===== src/rtl/isa_pkg.sv =====
// Shared ISA definitions for the fetch path.
// Provides opcode constants, instruction field widths, the {pc, instr}
// entry carried through the fetch queue, and an opcode extraction helper.
package isa_pkg;

   localparam int OPC_W     = 4;
   localparam int JTARGET_W = 12;
   localparam int INSTR_W   = 16;

   localparam logic [OPC_W-1:0] OPC_ADD  = 4'h0;
   localparam logic [OPC_W-1:0] OPC_LW   = 4'h1;
   localparam logic [OPC_W-1:0] OPC_SW   = 4'h2;
   localparam logic [OPC_W-1:0] OPC_JUMP = 4'h6;

   typedef struct packed {
      logic [15:0]        pc;
      logic [INSTR_W-1:0] instr;
   } fetch_entry_t;

   function automatic logic [OPC_W-1:0] opcode_of(input logic [INSTR_W-1:0] instr);
      return instr[INSTR_W-1 -: OPC_W];
   endfunction

endpackage


===== src/rtl/instruction_fetch_unit_fetch_queue.sv =====
// fetch_queue: generic synchronous FIFO.
// Ports:
//   clk, rst_n       clock / async active-low reset
//   push, data_in    write request and data (ignored when full unless popping)
//   pop              read request (ignored when empty)
//   flush            empties the queue; wins over push/pop in the same cycle
//   data_out         head entry (undefined content when empty)
//   full, empty      occupancy flags
//   count            number of valid entries
module fetch_queue #(
   parameter  int DEPTH = 2,
   parameter  int WIDTH = 32,
   localparam int AW    = $clog2(DEPTH),
   localparam int CW    = AW + 1
) (
   input  logic             clk,
   input  logic             rst_n,
   input  logic             push,
   input  logic             pop,
   input  logic             flush,
   input  logic [WIDTH-1:0] data_in,
   output logic [WIDTH-1:0] data_out,
   output logic             full,
   output logic             empty,
   output logic [CW-1:0]    count
);

   logic [WIDTH-1:0] mem [DEPTH];
   logic [AW-1:0]    rd_ptr;
   logic [AW-1:0]    wr_ptr;
   logic             do_pop;
   logic             do_push;

   assign empty    = (count == '0);
   assign full     = (count == CW'(DEPTH));
   assign do_pop   = pop & !empty;
   // A full queue can still accept a push when the head leaves in the same cycle.
   assign do_push  = push & (!full | do_pop);
   assign data_out = mem[rd_ptr];

   always_ff @(posedge clk or negedge rst_n) begin
      if (!rst_n) begin
         rd_ptr <= '0;
         wr_ptr <= '0;
         count  <= '0;
      end else if (flush) begin
         rd_ptr <= '0;
         wr_ptr <= '0;
         count  <= '0;
      end else begin
         if (do_push) wr_ptr <= wr_ptr + AW'(1);
         if (do_pop)  rd_ptr <= rd_ptr + AW'(1);
         count <= count + CW'(do_push) - CW'(do_pop);
      end
   end

   always_ff @(posedge clk) begin
      if (do_push && !flush) mem[wr_ptr] <= data_in;
   end

endmodule


===== src/rtl/instruction_fetch_unit.sv =====
// instruction_fetch_unit: owns the PC, fetches one 16-bit instruction per
// cycle from a combinational instruction memory, folds J-type jumps, and
// queues {pc, instr} pairs toward decode.
// Ports:
//   clk, rst_n                 clock / async active-low reset
//   imem_addr, imem_instr      instruction memory address (= pc) and returned word
//   redirect_valid/_pc         PC change from execute; flushes the queue
//   out_valid/_ready           handshake toward decode
//   out_instr, out_pc          head entry (zero when the queue is empty)
//   halted                     pc is outside instruction memory; fetch stopped
module instruction_fetch_unit
   import isa_pkg::*;
#(
   parameter logic [15:0] RESET_PC    = 16'h0000,
   parameter int          MEM_WORDS   = 64,
   parameter int          QUEUE_DEPTH = 2
) (
   input  logic               clk,
   input  logic               rst_n,
   output logic [15:0]        imem_addr,
   input  logic [INSTR_W-1:0] imem_instr,
   input  logic               redirect_valid,
   input  logic [15:0]        redirect_pc,
   output logic               out_valid,
   input  logic               out_ready,
   output logic [INSTR_W-1:0] out_instr,
   output logic [15:0]        out_pc,
   output logic               halted
);

   localparam int          CW       = $clog2(QUEUE_DEPTH) + 1;
   // 17 bits so a full 64K-byte memory still has a representable limit.
   localparam logic [16:0] PC_LIMIT = 17'(2 * MEM_WORDS);

   logic [15:0]  pc;
   logic [15:0]  pc_next;
   logic         pop;
   logic         fetch_en;
   logic         is_jump;
   logic         push;
   fetch_entry_t q_in;
   fetch_entry_t q_head;
   logic         q_full;
   logic         q_empty;
   logic [CW-1:0] q_count;

   assign imem_addr = pc;
   assign halted    = ({1'b0, pc} >= PC_LIMIT);
   assign out_valid = (q_count != '0);
   assign pop       = out_valid & out_ready;
   assign fetch_en  = !halted & !redirect_valid & (!q_full | pop);
   assign is_jump   = (opcode_of(imem_instr) == OPC_JUMP);
   assign push      = fetch_en & !is_jump;
   assign q_in      = '{pc: pc, instr: imem_instr};
   assign out_instr = q_empty ? '0 : q_head.instr;
   assign out_pc    = q_empty ? '0 : q_head.pc;

   always_comb begin
      pc_next = pc;
      if (redirect_valid) begin
         pc_next = redirect_pc & 16'hFFFE;
      end else if (fetch_en) begin
         if (is_jump) pc_next = {3'b000, imem_instr[JTARGET_W-1:0], 1'b0};
         else         pc_next = pc + 16'd2;
      end
   end

   always_ff @(posedge clk or negedge rst_n) begin
      if (!rst_n) pc <= RESET_PC;
      else        pc <= pc_next;
   end

   fetch_queue #(
      .DEPTH (QUEUE_DEPTH),
      .WIDTH ($bits(fetch_entry_t))
   ) u_queue (
      .clk      (clk),
      .rst_n    (rst_n),
      .push     (push),
      .pop      (pop),
      .flush    (redirect_valid),
      .data_in  (q_in),
      .data_out (q_head),
      .full     (q_full),
      .empty    (q_empty),
      .count    (q_count)
   );

endmodule


===== config.mk =====
export PLATFORM = sky130hd
export DESIGN_NAME = instruction_fetch_unit
export DESIGN_NICKNAME = d
export VERILOG_FILES = /design/src/rtl/isa_pkg.sv /design/src/rtl/instruction_fetch_unit_fetch_queue.sv /design/src/rtl/instruction_fetch_unit.sv
export SDC_FILE = /design/constraint.sdc
export NUM_CORES = 1
export LEC_CHECK = 0
export ABC_AREA = 1
export CAP_MARGIN = 20
export CORE_ASPECT_RATIO = 0.5
export CORE_MARGIN = 10
export CORE_UTILIZATION = 55
export DETAILED_ROUTE_END_ITERATION = 10
export PLACE_DENSITY = 0.88
export SETUP_SLACK_MARGIN = 0.05
export SYNTH_ARGS = -nofsm -noshare
export SYNTH_HDL_FRONTEND = slang
export SYNTH_HIERARCHICAL = 1
export SYNTH_SLANG_ARGS = --single-unit

===== constraint.sdc =====
create_clock -name clk -period 11.75 [get_ports clk]
set_input_delay 1.175 -clock clk [delete_from_list [all_inputs] [get_ports clk]]
set_output_delay 1.175 -clock clk [all_outputs]
set_load 0.02 [all_outputs]

==> results.toml <==
[run_status]
status = "finished clean"

[logic_synthesis]
synth_edf_count = 64
synth_cells = 465
ys_top_cells_by_area = "edfxtp_1, nand2_1, dfrtp_1"
yosysSeqAreaShare_pct = 59.7
yosys.area.top_type_share_pct = 47.9
synth_area_leader_cell = "edfxtp_1"
async_reset_ff_share_pct = 22.9
syn-cell-area_sq_um = 4020
synth_warnings = 6
synth_ff_type = "edfxtp_1"
ys_types = 30
synth_area_per_cell_sq_um = 8.63
ys_ff_latch = 83

[cts]
htreeDepth = 3
clock_latency_ns = 0.33
clock_sinks = 83
root_buffer = "clkbuf_16"
max-clock-path-buffers = 2
hold_buffers = 0
cts_buffers = 9
cts_resized = 0
cts_tree = "done"
cts_setup_buffers = 0
clk_pin_slew_ns = 0.06

[floorplan]
start_util_pct = 58.3
row_count = 21
die_h_um = 80.4
die_w_um = 141
core_area_sq_um = 6880
io_pins = 86
dieArea_sq_um = 11300

[power]
p_int_mw = 0.525
p_clk_share_pct = 39.6
switchingPower_mw = 0.166
p_sw_share_pct = 24.0
finalPower_mw = 0.691
leakagePower_nw = 2.29
combPwrFrac_pct = 10.9
pwr-share-seq_pct = 49.4
p_per_area_nw_per_um2 = 133
ir_drop_uv = 91.0

[drt]
wl_um = 10400
vias = 3353
first_iter_violations = 305
drc = 0
ant_nets = 0
routedWlPerCell_um = 16.1
routed_via_density = 5.21
drt-pass1-iter-count = 6

[hold_path]
hold_depth = 0
hp-start = "imem_addr[14]"
hp-class = "reg2reg"

[sta]
finalCritPeriodShare_pct = 34.6
drv_slew = 0
max_freq_mhz = 246
hold_slack_ns = 0.510
min_period_ns = 4.07
max-slew-margin-rel_pct = 33.4
setup_tns_ns = 0
hold_viol = 0
clock_skew_ns = 0.00388
rsz0062_at_grt = "false"
setup_viol = 0
tightest_slew_ns = 0.997

[worst_setup_path]
cp_max_fo = 24
rr_startpoint = "imem_addr[7]"
path_class = "in2reg"
cp-end-kind = "register"
worst_setup_path_start_kind = "input port"
worstRegToRegCells = 6
cp-startpoint = "imem_instr[14]"
cp.arrival_ns = 4.07
required_ns = 11.75

[layout]
nNetsFinal = 585
area_growth_syn_to_layout_pct = 29.5
layout-drive-gt1-share_pct = 6.16
mostFrequentLayoutCell = "nand2_1"
stdcell_count = 644
most-common-layout-cells = "nand2_1, clkdlybuf4s50_1, edfxtp_1"
fin_util_pct = 75.5
n_antenna_cell = 0

[placement]
gp_congestion = 0.875
placedCellCount = 627
hpwl_um = 6780
port-buffer-count = 83

[global_routing]
grt_max_degree = 34
track_usage_pct = 17.8
grt_overflow_total = 0
grt_pass1_wl_um = 16100
antenna_found_initial = 0
first_global_vias = 3208

[flow_run]
maxCapViolations = 0
==> final cells by class <==
class                   instances  area, sq um
flip-flops and latches         83         2400
fillers                       462         1690
multi-input cells             302         1280
repair buffers                 86          873
inverters                      65          244
clock buffers                  10          229
well taps                      92          115
clock inverters                 6         63.8
==> layer usage <==
metal	up-vias	share of wire (%)	track usage [%]
met5	-	0	0
met4	0	2.7	6.45
met3	27	8.8	5.34
met2	162	49	31.3
met1	1554	39	20.5
li1	1610	-	-
==> flip-flops by register name, summed over array words and instances, names as in the netlist <==
signal and flops:
imem_addr 15, u_queue/count 2, u_queue/mem 64, u_queue/rd_ptr 1
u_queue/wr_ptr 1
==> synthesized netlist by cell type (2+ instances only) <==
cell,instances
nor3_1,2
ha_1,2
clkbuf_1,6
nand2_2,2
nand3_2,2
inv_1,59
nor2_1,52
nand2_1,189
o211ai_1,2
buf_2,4
edfxtp_1,64
inv_2,5
nor2_2,2
a21oi_1,7
o21ai_1,2
dfrtp_1,19
o21ai_0,7
buf_6,6
nand3_1,21
or2_2,2
==> worst max-delay path, cell delays in order <==
cell,delay (ns)
clkdlybuf4s50_1,0.44
nand2_1,0.08
inv_1,0.04
nand2_1,0.41
inv_2,0.22
nor3_1,0.44
o21ai_2,0.18
nor3_2,0.62
buf_4,0.45
==> power groups by stage <==
stage | Combinational, mW | Clock (mW) | Sequential (mW)
after CTS | 0.0748 | 0.274 | 0.341
after detailed placement | 0.0740 | 0 | 0.346
after global placement | 0.0715 | 0 | 0.346
after global routing | 0.0828 | 0.286 | 0.343
after floorplan | 0.0294 | 0 | 0.351
final | 0.0756 | 0.274 | 0.341
==> worst paths after layout <==
path                                      endpoint  slack [ns]
worst max-delay path             u_queue/mem[1][3]        7.68
worst min-delay path            u_queue/mem[1][30]        0.51
worst max register to register   u_queue/mem[1][3]        8.75
worst min register to register  u_queue/mem[1][30]        0.51
max in group asynchronous            imem_addr[10]        9.78
min in group asynchronous         u_queue/count[1]        1.38
==> per-stage QoR <==
step,worst slack [ns],area [sq um]
global route,7.48,5200
detailed placement,7.41,4880
floorplan,7.18,4020
global placement,7.51,4880
finish,7.68,5200
CTS,7.77,5170
==> cell families (layout without fill, tap and decap cells) <==
logic type	after synthesis	count (layout)	share of synthesized area (%)
flip-flops	83	83	59.7
adder cells (fa/ha/maj)	2	2	0.623
AO/OA/AOI/OAI	21	21	2.93
other	1	3	0.0934
AND/OR/NAND/NOR	275	275	27.4
buffers and inverters	82	167	9.01
XOR/XNOR	1	1	0.218
No activity file was read; power rests on OpenSTA's default activity.
